File: config.mk
export PLATFORM = sky130hd
export DESIGN_NAME = fb_write_sched
export DESIGN_NICKNAME = d
export VERILOG_FILES = /design/src/rtl/fb_write_sched.sv
export SDC_FILE = /design/constraint.sdc
export NUM_CORES = 1
export LEC_CHECK = 0
export CAP_MARGIN = 40
export CORE_AREA = 2 2 73 75
export CTS_CLUSTER_DIAMETER = 150
export DETAILED_ROUTE_END_ITERATION = 8
export DIE_AREA = 0 0 75 77
export PLACE_DENSITY_LB_ADDON = 0.2
export SLEW_MARGIN = 20
export SYNTH_ARGS = -nofsm -noshare
export SYNTH_HDL_FRONTEND = slang
export SYNTH_SLANG_ARGS = --single-unit
File: constraint.sdc
create_clock -name clk -period 2.3 [get_ports clk]
set_input_delay 0.69 -clock clk [delete_from_list [all_inputs] [get_ports clk]]
set_output_delay 0.69 -clock clk [all_outputs]
set_load 0.01 [all_outputs]
File: src/rtl/fb_write_sched.sv
// Frame-buffer write scheduler: arbitrates two pixel writers onto the matrix write port
// and sequences the double-buffer swap. Define FB_SCHED_CLEAR_EN to clear the new back buffer on swap.
module fb_write_sched #(
  parameter int          FIXED_PRIO  = 0,
  parameter logic [11:0] CLEAR_VALUE = 12'h000
) (
  input  logic        clk,
  input  logic        rst,
  input  logic        p0_valid,
  output logic        p0_ready,
  input  logic [12:0] p0_addr,
  input  logic [11:0] p0_data,
  input  logic        p1_valid,
  output logic        p1_ready,
  input  logic [12:0] p1_addr,
  input  logic [11:0] p1_data,
  input  logic        swap_req,
  output logic        swap_ack,
  output logic        busy,
  output logic        wr,
  output logic [13:0] wr_addr,
  output logic [11:0] wr_data,
  output logic        buffer_select,
  input  logic        buffer_current
);

  localparam logic [2:0] S_ARB   = 3'd0;
  localparam logic [2:0] S_SWAP  = 3'd1;
  localparam logic [2:0] S_WAIT  = 3'd2;
  localparam logic [2:0] S_ACK   = 3'd4;
`ifdef FB_SCHED_CLEAR_EN
  localparam logic [2:0] S_CLEAR = 3'd3;
  logic [12:0] r_clr_cnt;
`endif

  logic [2:0] r_state;
  logic       r_prio1;   // p1 wins a tie next (p0 was served last)
  logic       w_arb;
  logic       w_g1;

  // A pending swap blocks all grants so the buffer bit cannot change under a write.
  assign w_arb = (r_state == S_ARB) && !swap_req;

  always_comb begin
    w_g1 = !p0_valid;
    if (FIXED_PRIO == 0) w_g1 = r_prio1 || !p0_valid;
  end

  assign p1_ready = w_arb && p1_valid && w_g1;
  assign p0_ready = w_arb && p0_valid && !p1_ready;
  assign busy     = (r_state != S_ARB);
  assign swap_ack = (r_state == S_ACK);

  always_ff @(posedge clk) begin
    if (rst) begin
      r_state       <= S_ARB;
      r_prio1       <= 1'b0;
      wr            <= 1'b0;
      wr_addr       <= '0;
      wr_data       <= '0;
      buffer_select <= 1'b0;
`ifdef FB_SCHED_CLEAR_EN
      r_clr_cnt     <= '0;
`endif
    end else begin
      wr <= 1'b0;
      if (p0_ready) begin
        wr      <= 1'b1;
        wr_addr <= {~buffer_select, p0_addr};
        wr_data <= p0_data;
        r_prio1 <= 1'b1;
      end else if (p1_ready) begin
        wr      <= 1'b1;
        wr_addr <= {~buffer_select, p1_addr};
        wr_data <= p1_data;
        r_prio1 <= 1'b0;
      end

      case (r_state)
        S_ARB:  if (swap_req) r_state <= S_SWAP;
        S_SWAP: begin
          buffer_select <= ~buffer_select;
          r_state       <= S_WAIT;
        end
        // Old front buffer is only safe once the driver has adopted the new one.
        S_WAIT: if (buffer_current == buffer_select) begin
`ifdef FB_SCHED_CLEAR_EN
          r_clr_cnt <= '0;
          r_state   <= S_CLEAR;
`else
          r_state   <= S_ACK;
`endif
        end
`ifdef FB_SCHED_CLEAR_EN
        S_CLEAR: begin
          wr        <= 1'b1;
          wr_addr   <= {~buffer_select, r_clr_cnt};
          wr_data   <= CLEAR_VALUE;
          r_clr_cnt <= r_clr_cnt + 13'd1;
          if (r_clr_cnt == 13'h1FFF) r_state <= S_ACK;
        end
`endif
        S_ACK:   r_state <= S_ARB;
        default: r_state <= S_ARB;
      endcase
    end
  end

endmodule

Word level (Yosys, flattened, before mapping)
Index checks and enable logic that the tools add are counted.
Operators by class
  multiplexer cells: 11
  eq/ne operators: 6
  reduce and logical (&&, ||, !) cells: 13
  bitwise operators: 1
Operator list (count)
  2-to-1 mux 14 bit: 2
  2-to-1 mux 12 bit: 2
  case mux 3 bit (3 select lines): 1
  2-to-1 mux 3 bit: 2
  logical AND 1 bit: 5
  2-to-1 mux 1 bit: 4
  != test 2 bit, second input constant: 2
  equality test 3 x 1 -> 1 bit, second input constant: 1
  equality test 3 x 2 -> 1 bit, second input constant: 1
  equality test 3 bit, second input constant: 1
  zero test 1 bit: 3
  zero test 3 bit: 1
  nonzero test 3 bit: 1
  AND reduction 2 bit: 1
  nonzero test 2 bit: 1
  equality test 1 bit: 1
  logical OR 1 bit: 1
  inverter 1 bit: 1
Word-level totals
  bits of input ports: 56
  output and inout port bits: 32
  register bits after elaboration: 32
  logic and storage cells: 37

Depth between registers and ports, before layout
  depth after elaboration: 7
  gate-level depth with buffers: 6
  mapped depth without buffers: 3

Worst setup path before layout
No wires, ideal clock.
  kind: input-to-output
  start point: in swap_req
  end point: out p0_ready
  path slack: -0.019 ns
  data arrival time: 1.629 ns
  stages: 5
  required time: 1.610 ns
  cell sequence: nor4_1 buf_2 nand3_1 clkbuf_1 inv_1
On the way
  word-level cells in the longest chain between the ends: 6
Ends and longest elaborated chain
  start: declaration: line 17  | input logic swap_req,
  zero test 1 bit (*): line 42  | assign w_arb = (r_state == S_ARB) && !swap_req;
  logical AND 1 bit (*): line 42
  logical AND 1 bit (2 in series): line 49  | assign p1_ready = w_arb && p1_valid && w_g1;
  zero test 1 bit: line 50  | assign p0_ready = w_arb && p0_valid && !p1_ready;
  logical AND 1 bit (*): line 50
  end: declaration: line 10  | output logic p0_ready,
Every way passes the cells marked *; elsewhere a longest branch is shown, timed or not.

Final worst setup path
  start point: in p0_valid
  end point: out p0_ready
On the way
  word-level cells in the longest chain between the ends: 5
Ends and longest elaborated chain
  start: declaration: line 9  | input logic p0_valid,
  zero test 1 bit: line 46  | if (FIXED_PRIO == 0) w_g1 = r_prio1 || !p0_valid;
  logical OR 1 bit: line 46
  logical AND 1 bit: line 49
  zero test 1 bit: line 50
  logical AND 1 bit (*): line 50
Marks and branches as above.

==> results.md <==
- Measured against its own limit, the worst slew margin works out to 79.4%.
- The number of global-route vias before repair is 1752.
- The clock reaches the later pin of the worst-skew pair after 280 ps.
- The count of nets left with antenna violations once routing finished came out at 0.
- In this run the cell area of the synthesized design comes to 1800 um^2.
- The clock skew after layout is 8.09 ps.
- The distinct cell type count after synthesis is 26.
- The share of post-route cells with drive strength above 1 is 12.7%.
- STA puts the critical path data required time at 1610 ps.
- For the pin with the worst max-slew slack, the measured transition is 304 ps.
- For this run, the leading register cell type out of synthesis is sky130_fd_sc_hd__dfxtp_1.
- After detailed routing, the number of remaining DRC violations is 0.
- The number of buffers inserted during clock tree synthesis is 5.
- The relative contribution of sequential cells to total power is 39.4%.
- The HPWL after detailed placement is 3.57 mm.
- The placer congestion estimate is 0.819.
- The initial antenna violation count is 0.
- The number of max-cap violations is 0.
- The setup slack after placement is -591 ps.
- The overall fraction of global-route tracks in use is 18.2%.
- Summed over its instances, the top area cell type makes up 35.6% of the synthesized netlist area.
- The die is 75 um wide.
- The worst setup path is launched from a primary input.
- sky130_fd_sc_hd__dfxtp_1 takes more of the synthesized area than any other cell.
- The first global-routing pass estimated 8.31 mm of wire.
- The clock net sink count is 32.
- The number of buffers inserted by hold repair at cts is 0.
- The synthesis-stage register bit count is 32.
- The total overflow left after global routing is 0.
- Sequential elements use 35.6% of the synthesized area.
- The worst hold path class is reg -> reg.
- The start-to-end type of the worst setup path is in -> out.
- The synthesized instance count is 187.
- Sorting the synthesized cells by area gives the leading types as sky130_fd_sc_hd__dfxtp_1, sky130_fd_sc_hd__a221o_1, sky130_fd_sc_hd__and4_1.
- The die covers 5780 um^2.
- The clock share of power is 32.7%.
- In the post-route analysis, the smallest setup slack over all paths is 89.1 ps.
- The critical path arrival is 1520 ps.
- The number of nets in the layout is 331.
- The total leakage power is 1.10 nW.
- Before antenna repair, the detailed router went through 4 iterations.
- The cell sitting at the root of the clock tree is a sky130_fd_sc_hd__clkbuf_8.
- Of all flip-flops after synthesis, the portion carrying an async set or reset was 0%.
- Net switching is 26.2% of the power.
- For this block, the routed nets add up to 5.30 mm of wire.
- In the routed layout, each cell is associated on average with a via count of 5.36.
- The final number of hold-violating endpoints is 0.
- The fill cell total of the finished layout is 450.
- For this configuration, the core starts out at a cell density of 36.1%.
- The average footprint of a synthesized cell is 9.61 um^2.
- Based on the critical path, the design can be clocked at up to 452 MHz.
- The number of setup violations in the final report is 0.
- The final clock period utilization by the worst path is 96.1%.
- The combinational group share of total power is 27.9%.
- For met2 alone, demand over resource in global routing was 29.1%.
- Clock-pin slew was measured on the worst setup and hold paths at 70 ps.
- Once layout is done, the placed cells without fillers occupy 2890 um^2.
- The worst setup path is captured at an output port.
- The repair_antennas step left the layout with diodes totalling 0.
- The first routing iteration left 119 violations.
- The count of warnings emitted by yosys is 0.
- The run finished with clean final reports.
- Setup repair after global routing left no endpoint under its margin.
- The number of flops mapped to enable cells by yosys is 0.
- The signed area change from the synthesized netlist to the final layout is 60.8%.
- The detailed-route wire length per cell is 15.3 um.
- The most frequent cell after synthesis is sky130_fd_sc_hd__dfxtp_1.
- In this run the most used layer during global routing was met2.
- Cell internal power was estimated by the tool at 1.20 mW.
- In the synthesized netlist, the cells that appear most often are sky130_fd_sc_hd__dfxtp_1, sky130_fd_sc_hd__a221o_1, sky130_fd_sc_hd__and4_1, sky130_fd_sc_hd__nor2b_1, sky130_fd_sc_hd__nor4b_1.
- The core region is 4980 um^2.
- After floorplanning, the core was divided into 26 placement rows.
- The net switching power is 0.426 mW.
- In this run the deepest clock path goes through 2 buffers.
- The highest fanout seen on the critical path is 3.
- The number of ports placed on the die boundary is 88.
- Entering global routing, the biggest net connects 29 pins.
- Global routing consumed, on the met3 layer, 5.12% of the routing resources.
- The power per standard cell area is 562 nW/um^2.
- The number of input and output port buffers inserted is 87.
- The number of levels in the clock H-tree is 2.
- The total nets after synthesis is 243.
- The overall via count from detail_route is 1854.
- The highest ir drop seen on vdd is 0.215 mV.
- The met1 track demand over resource is 23.8%.
- The final critical-path required period is 2210 ps.
- The sum of negative setup slack is 0 ps.
- The placed cell area is 2760 um^2.
- The power after layout is 1.63 mW.
- TritonCTS built the clock tree.
- The die span in y is 77 um.
- The count of final max-slew check failures is 0.
[flip-flops by register name, summed over array words and instances (netlist names)]
| register | flops |
|---|---|
| r_state | 3 |
| r_prio1 | 1 |
| wr_addr | 14 |
| buffer_select | 1 |
| wr | 1 |
| wr_data | 12 |
[metal layers]
metal  part of all wire [%]  wire (um)
met1                     48       2520
met2                     46       2420
met3                    5.9        314
met4                   0.74         39
met5                      0          0
[cell type report]
type / count / area, um^2 / share of cell area (%)
Multi-Input combinational cell: 128 / 1040 / 35.9
Timing Repair Buffer: 106 / 1010 / 34.9
Sequential cell: 32 / 641 / 22.2
Tap cell: 70 / 87.6 / 3.03
Clock buffer: 6 / 72.6 / 2.51
Clock inverter: 2 / 35.0 / 1.21
Inverter: 2 / 7.51 / 0.260
[per-stage QoR]
stage	utilization (%)	instances	hold WS, ps
6_report	58.1	346	483
5_1_grt	58.1	346	500
2_1_floorplan	-	187	471
4_1_cts	58.1	346	487
3_3_place_gp	55.5	336	465
3_5_place_dp	55.5	336	472
[power by group through the flow]
stage / sequential (mW) / clock, mW / combinational, mW
detailed placement: 0.650 / 0 / 0.450
global route: 0.646 / 0.572 / 0.486
finish: 0.641 / 0.531 / 0.454
floorplan: 0.672 / 0 / 0.184
CTS: 0.640 / 0.543 / 0.456
global placement: 0.652 / 0 / 0.447
[worst paths after layout]
kind | from | end | slack, ps | depth (start not counted)
setup / recovery | p0_valid | p0_ready | 90 | 4
hold / removal | wr_addr[13] | wr_addr[13] | 480 | 2
setup reg to reg | r_state[0] | wr_addr[1] | 400 | 5
hold reg to reg | wr_addr[13] | wr_addr[13] | 480 | 2
[worst max-delay path: stages]
cell	delay, ps
sky130_fd_sc_hd__clkdlybuf4s50_1	520
sky130_fd_sc_hd__nand3_2	110
sky130_fd_sc_hd__inv_1	70
sky130_fd_sc_hd__buf_2	130
[placed cells by master, fill, tap and decap left out, types with 2 or more instances in the layout]
cell                              instances
sky130_fd_sc_hd__inv_1                    2
sky130_fd_sc_hd__and4_1                  25
sky130_fd_sc_hd__clkbuf_8                 5
sky130_fd_sc_hd__nor4b_1                 25
sky130_fd_sc_hd__nand2_1                  2
sky130_fd_sc_hd__buf_2                    3
sky130_fd_sc_hd__o21ai_0                  2
sky130_fd_sc_hd__buf_4                   18
sky130_fd_sc_hd__or3_1                    3
sky130_fd_sc_hd__a221o_1                 25
sky130_fd_sc_hd__dlymetal6s2s_1           2
sky130_fd_sc_hd__nand2b_1                 3
sky130_fd_sc_hd__nor2b_1                 25
sky130_fd_sc_hd__nor3_1                   2
sky130_fd_sc_hd__a21oi_1                  4
sky130_fd_sc_hd__clkdlybuf4s50_1         80
sky130_fd_sc_hd__dfxtp_1                 32
[kinds of logic (layout without fill, tap and decap cells)]
logic type,after synthesis,after routing,synth area share [%]
buffers and inverters,27,116,8.07
xor gates and xnor gates,1,1,0.487
DFF,32,32,35.6
AOI/OAI and AO/OA,34,34,17.0
and+or+nand+nor,93,93,38.8
[what timing repair did]
| action | in CTS | in global routing |
|---|---|---|
| resized for setup | 12 | 5 |
| setup endpoints to repair | 3 | 3 |
| pin swaps | 2 | 1 |
| buffers inserted | 2 | 0 |
Note: power is estimated with default switching activity, not from simulation.
